### src/rtl/ahb_master_pkg.sv
// Shared types and constants for the AHB-lite master front end.
package ahb_master_pkg;

    // Front-end sequencing: wait for command, request bus, address phase, data phase.
    typedef enum logic [1:0] {
        S_IDLE = 2'd0,
        S_REQ  = 2'd1,
        S_ADDR = 2'd2,
        S_DATA = 2'd3
    } state_e;

    // Only single, non-burst transfers are ever issued.
    localparam logic [1:0] HTRANS_IDLE   = 2'b00;
    localparam logic [1:0] HTRANS_NONSEQ = 2'b10;

    // One-hot slave select from the two top address bits; bits [3:2] are the bridge slaves.
    function automatic logic [3:0] sel_decode(input logic [1:0] top);
        logic [3:0] sel;
        case (top)
            2'b00:   sel = 4'b0001;
            2'b01:   sel = 4'b0010;
            2'b10:   sel = 4'b0100;
            default: sel = 4'b1000;
        endcase
        return sel;
    endfunction

endpackage

### src/rtl/ahb_grant_timer.sv
// Counts cycles spent waiting for an arbiter grant and flags when the wait
// budget is used up. A budget of 0 means wait forever.
module ahb_grant_timer #(
    parameter int unsigned GRANT_TIMEOUT = 16
) (
    input  logic hclk,
    input  logic hresetn,
    input  logic clear_i,
    input  logic enable_i,
    output logic expired_o
);

    if (GRANT_TIMEOUT == 0) begin : g_off
        assign expired_o = 1'b0;
    end else begin : g_on
        localparam int CW = $clog2(GRANT_TIMEOUT + 1);
        localparam logic [CW-1:0] CNT_MAX  = CW'(GRANT_TIMEOUT);
        // Expiry is flagged during the last permitted waiting cycle so the
        // request is held for exactly GRANT_TIMEOUT cycles.
        localparam logic [CW-1:0] CNT_LAST = CW'(GRANT_TIMEOUT - 1);

        logic [CW-1:0] cnt_q;
        logic [CW-1:0] cnt_d;

        // Next count: clear wins, otherwise count up and saturate at the budget.
        always_comb begin
            cnt_d = cnt_q;
            if (clear_i) begin
                cnt_d = '0;
            end else if (enable_i && (cnt_q != CNT_MAX)) begin
                cnt_d = cnt_q + CW'(1);
            end
        end

        // Count register.
        always_ff @(posedge hclk or negedge hresetn) begin
            if (!hresetn) begin
                cnt_q <= '0;
            end else begin
                cnt_q <= cnt_d;
            end
        end

        assign expired_o = enable_i && (cnt_q >= CNT_LAST);
    end

endmodule

### src/rtl/ahb_master_if.sv
// Single-outstanding AHB-lite master front end. Takes one command from local
// logic, requests the bus from the arbiter, runs address and data phases and
// returns a one-cycle response pulse with read data and error status.
// Command handshake: a command transfers on a rising edge where cmd_valid and
// cmd_ready are both high; cmd_ready is high only while idle. The response
// side has no backpressure: rsp_valid is a single-cycle pulse.
module ahb_master_if
    import ahb_master_pkg::*;
#(
    parameter int unsigned ADDR_W        = 32,
    parameter int unsigned DATA_W        = 32,
    parameter int unsigned GRANT_TIMEOUT = 16
) (
    input  logic              hclk,
    input  logic              hresetn,
    input  logic              cmd_valid,
    output logic              cmd_ready,
    input  logic              cmd_write,
    input  logic [ADDR_W-1:0] cmd_addr,
    input  logic [DATA_W-1:0] cmd_wdata,
    output logic              rsp_valid,
    output logic [DATA_W-1:0] rsp_rdata,
    output logic              rsp_err,
    output logic              hreq,
    input  logic              hgrant,
    output logic [3:0]        sel,
    output logic [ADDR_W-1:0] haddr,
    output logic              hwrite,
    output logic [1:0]        htrans,
    output logic [DATA_W-1:0] hwdata,
    input  logic [DATA_W-1:0] hrdata,
    input  logic              hready,
    input  logic              hresp,
    output state_e            dbg_state_o
);

    state_e              state_q;
    logic [ADDR_W-1:0]   addr_q;
    logic                write_q;
    logic [DATA_W-1:0]   wdata_q;
    logic                hreq_q;
    logic [3:0]          sel_q;
    logic [ADDR_W-1:0]   haddr_q;
    logic                hwrite_q;
    logic [1:0]          htrans_q;
    logic [DATA_W-1:0]   hwdata_q;
    logic                rsp_valid_q;
    logic                rsp_err_q;
    logic [DATA_W-1:0]   rsp_rdata_q;
    logic                grant_expired;

    // The grant timer runs only while requesting and restarts on every entry to S_REQ.
    ahb_grant_timer #(
        .GRANT_TIMEOUT (GRANT_TIMEOUT)
    ) u_grant_timer (
        .hclk      (hclk),
        .hresetn   (hresetn),
        .clear_i   (state_q != S_REQ),
        .enable_i  (state_q == S_REQ),
        .expired_o (grant_expired)
    );

    // Transfer sequencer with all bus and response outputs registered.
    always_ff @(posedge hclk or negedge hresetn) begin
        if (!hresetn) begin
            state_q     <= S_IDLE;
            addr_q      <= '0;
            write_q     <= 1'b0;
            wdata_q     <= '0;
            hreq_q      <= 1'b0;
            sel_q       <= 4'b0000;
            haddr_q     <= '0;
            hwrite_q    <= 1'b0;
            htrans_q    <= HTRANS_IDLE;
            hwdata_q    <= '0;
            rsp_valid_q <= 1'b0;
            rsp_err_q   <= 1'b0;
            rsp_rdata_q <= '0;
        end else begin
            rsp_valid_q <= 1'b0;
            case (state_q)
                S_IDLE: begin
                    if (cmd_valid) begin
                        addr_q  <= cmd_addr;
                        write_q <= cmd_write;
                        wdata_q <= cmd_wdata;
                        sel_q   <= sel_decode(cmd_addr[ADDR_W-1 -: 2]);
                        hreq_q  <= 1'b1;
                        state_q <= S_REQ;
                    end
                end
                S_REQ: begin
                    if (hgrant) begin
                        haddr_q  <= addr_q;
                        hwrite_q <= write_q;
                        htrans_q <= HTRANS_NONSEQ;
                        state_q  <= S_ADDR;
                    end else if (grant_expired) begin
                        // Give up on the bus: report an error without any bus activity.
                        hreq_q      <= 1'b0;
                        sel_q       <= 4'b0000;
                        rsp_valid_q <= 1'b1;
                        rsp_err_q   <= 1'b1;
                        state_q     <= S_IDLE;
                    end
                end
                S_ADDR: begin
                    if (!hgrant) begin
                        // Lost the bus before the address was taken: retract and re-request.
                        htrans_q <= HTRANS_IDLE;
                        state_q  <= S_REQ;
                    end else if (hready) begin
                        htrans_q <= HTRANS_IDLE;
                        if (write_q) begin
                            hwdata_q <= wdata_q;
                        end
                        state_q <= S_DATA;
                    end
                end
                S_DATA: begin
                    // Grant is irrelevant once the address phase has been accepted.
                    if (hready) begin
                        rsp_valid_q <= 1'b1;
                        rsp_err_q   <= hresp;
                        if (!write_q) begin
                            rsp_rdata_q <= hrdata;
                        end
                        hreq_q  <= 1'b0;
                        sel_q   <= 4'b0000;
                        state_q <= S_IDLE;
                    end
                end
                default: begin
                    state_q <= S_IDLE;
                end
            endcase
        end
    end

    assign cmd_ready   = (state_q == S_IDLE);
    assign rsp_valid   = rsp_valid_q;
    assign rsp_rdata   = rsp_rdata_q;
    assign rsp_err     = rsp_err_q;
    assign hreq        = hreq_q;
    assign sel         = sel_q;
    assign haddr       = haddr_q;
    assign hwrite      = hwrite_q;
    assign htrans      = htrans_q;
    assign hwdata      = hwdata_q;
    assign dbg_state_o = state_q;

endmodule
### config.mk
export PLATFORM = sky130hd
export DESIGN_NAME = ahb_master_if
export DESIGN_NICKNAME = d
export VERILOG_FILES = /design/src/rtl/ahb_master_pkg.sv /design/src/rtl/ahb_grant_timer.sv /design/src/rtl/ahb_master_if.sv
export SDC_FILE = /design/constraint.sdc
export NUM_CORES = 1
export LEC_CHECK = 0
export ABC_AREA = 1
export ABC_CLOCK_PERIOD_IN_PS = 2000
export BUFFER_PORTS_ARGS = -buffer_cell sky130_fd_sc_hd__clkbuf_2
export CELL_PAD_IN_SITES_DETAIL_PLACEMENT = 1
export CELL_PAD_IN_SITES_GLOBAL_PLACEMENT = 1
export CORE_AREA = 3 3 140 142
export DETAILED_ROUTE_END_ITERATION = 16
export DIE_AREA = 0 0 143 145
export PLACE_DENSITY = 0.8
export SKIP_CTS_REPAIR_TIMING = 1
export SYNTH_ARGS = -nofsm -noshare
export SYNTH_HDL_FRONTEND = slang
export SYNTH_SLANG_ARGS = --single-unit
### constraint.sdc
create_clock -name hclk -period 2 [get_ports hclk]
set_input_delay 0.4 -clock hclk [delete_from_list [all_inputs] [get_ports hclk]]
set_output_delay 0.4 -clock hclk [all_outputs]
set_load 0.005 [all_outputs]
==> run summary <==
Status: finished clean
Vias in the first global route: 6073
Area Overhead vs Synth: 28.2%
Number of max-cap violations: 0
Top cells by area, synth: dfrtp_1, nand2_1, nand3_1
CTS Sinks: 177
Hold WC Path Type: in2reg
Syn nets: 869
Power density cells: 1530 nW/um^2
R2R Path End: hreq$_DFFE_PN0P_
Gr ovfl total: 0
Period minus WS final: 1.66 ns
I/O pin count: 212
Number of synthesized register bits: 177
WP buf/inv: 1
Ant. Diodes: 0
Post-Route WL: 18.9 mm
Critical path peak fanout: 5
Clock buffer depth: 2
Final cell count without fillers: 1225
Pleak: 0.00502 uW
DR WL/cell: 15.4 um
R2R Setup Slk: 0.34 ns
Root buf cell: clkbuf_16
H-tree Lvls: 4
Later-pin clock latency in the skew report: 0.42 ns
Overall Global Routing Usage: 18.7%
Final Hold Slack: 0.172 ns
Highest-delay cell along the critical path: dfrtp_1
Yosys top cell by area: dfrtp_1
Final hold vios: 0
IO buf count: 210
RSZ-0062 raised after global routing: false
Width of the chip: 143 um
Std-Cell Rows: 50
Startpoint Class: register
Total number of yosys warnings: 0
Worst Hold End: addr_q[20]$_DFFE_PN0P_
CP Capture Type: register
Synth Instances: 763
Core region area: 18600 um^2
Initial Util: 37.7%
Max Fclk: 604 MHz
Crit path arrival time: 2.00 ns
Most frequent cells in the layout: nand2_1, clkbuf_2, dfrtp_1
CP delay by family, top: simple AND/OR/NAND/NOR gates
Clock Skew: 0.0137 ns
R2R depth: 9
R2r startpoint: u_grant_timer.g_on.cnt_q[0]$_DFFE_PN0P_
Post-Place Cells: 1192
Largest net degree at the start of global routing: 43
First-pass GRT wire length: 31.0 mm
VDD IR max: 0.601 mV
CP max stage delay: 0.41 ns
Cts bufs inserted: 17
Final setup TNS: 0 ns
Post-DP HPWL: 13.5 mm
Final worst setup slack: 0.343 ns
Netlist cell types: 26
CP Cell Sequence: ha_1 -> inv_1 -> nor2_1 -> ha_1 -> nor2_1 -> nand3_1 -> nand2_1 -> nand2_1 -> nand2_1
Placement Setup Slack: 0.424 ns
Drt first pass iters: 4
Max Slew Vio Count: 0
WHS Path Cells: 3
DRC viols: 0
Mean Syn Cell Area: 9.18 um^2
Initial antenna violation count: 0
Post-synth top area share: 63.2%
Routability cong.: 0.756
Placed inst area: 8350 um^2
Critical Path Most Common Cell: nand2_1
Final Cell Area: 8980 um^2
Reg clk slew, reported paths: 0.07 ns
Critical Path RT: 2.35 ns
First DRT Iteration DRCs: 151
Min-delay src: cmd_addr[20]
CTS tree: done
Final Net Count: 1084
Die Span Y: 145 um
Full die area: 20700 um^2
Detail Route Antenna Nets: 0
Setup violators final: 0
Commonest non-fill, non-tap cell in the layout: nand2_1
Syn Std Cell Area: 7000 um^2
Vias per inst: 4.66
Via Count: 5705
Share of cells above drive strength 1: 28.7%
Crit share post-route: 82.8%
Critical path class: reg2reg
Sequential area share after synthesis: 63.2%
==> tightest hold or removal path, cell delays in order <==
cell      delay (ns)
clkbuf_2        0.07
nand2_1         0.04
nand2_1         0.04
==> metrics by stage <==
step / utilization, % / power (uW)
5_1_grt: 48.3 / 14900
4_1_cts: 48.3 / 14000
2_1_floorplan: - / 8300
6_report: 48.3 / 13700
3_5_place_dp: 44.9 / 10400
3_3_place_gp: 44.9 / 10200
==> synth_stat cells, drive strengths merged <==
cell type / number
ha: 3
buf: 31
dfrtp: 177
or2: 1
clkbuf: 5
nand2: 360
inv: 50
clkinv: 1
nor2: 12
conb: 1
a21oi: 3
nand4: 1
o21ai: 71
nand3: 47
==> cell families (layout without fill, tap and decap cells) <==
| kind of cell | count (synthesis) | after routing | share of synthesized area [%] |
|---|---|---|---|
| AOI/OAI and AO/OA | 74 | 74 | 5.88 |
| adders and majority gates | 3 | 3 | 0.536 |
| buffers and inverters | 87 | 315 | 6.16 |
| DFF | 177 | 177 | 63.2 |
| other | 1 | 1 | 0.0535 |
| and+or+nand+nor | 421 | 421 | 24.1 |
==> metal layers <==
layer | wire (um) | track usage (%) | share of wire, % | vias up
met4 | 135 | 3.90 | 0.71 | 0
met5 | 0 | 0 | 0 | -
met1 | 8300 | 23.9 | 44 | 2762
met3 | 1160 | 5.08 | 6.1 | 8
met2 | 9300 | 31.8 | 49 | 148
li1 | - | - | - | 2787
==> report_power, final <==
group	leakage, uW	internal (uW)	total (uW)	switching [uW]
Clock	0.000304	2020	3480	1450
Sequential	0.00225	5190	6070	880
Combinational	0.00246	1710	4180	2470
==> worst max path at each step <==
stage,startpoint,to,cells past startpoint
floorplan,u_grant_timer.g_on.cnt_q[0]$_DFFE_PN0P_,hreq$_DFFE_PN0P_,9
global placement,u_grant_timer.g_on.cnt_q[0]$_DFFE_PN0P_,sel[0]$_DFFE_PN0P_,9
detailed placement,u_grant_timer.g_on.cnt_q[0]$_DFFE_PN0P_,hreq$_DFFE_PN0P_,9
CTS,dbg_state_o[0]$_DFFE_PN0P_,cmd_ready,2
global route,u_grant_timer.g_on.cnt_q[1]$_DFFE_PN0P_,hreq$_DFFE_PN0P_,9
finish,u_grant_timer.g_on.cnt_q[0]$_DFFE_PN0P_,hreq$_DFFE_PN0P_,9
==> layout make-up <==
type	instances	area (um^2)
clock inverter	14	181
multi-input combinational	499	2140
clock buffer	18	439
timing repair buffer	232	1300
sequential	177	4430
fill	2224	9600
tap	234	293
inverter	51	194
==> sequential cells by signal (all words and copies together), names as in the netlist <==
name / count
haddr: 32
rsp_valid: 1
hwdata: 32
addr_q: 32
rsp_err: 1
rsp_rdata: 32
u_grant_timer.g_on.cnt_q: 5
write_q: 1
hreq: 1
hwrite: 1
wdata_q: 32
htrans: 1
sel: 4
dbg_state_o: 2
No activity file was read; power rests on OpenSTA's default activity.
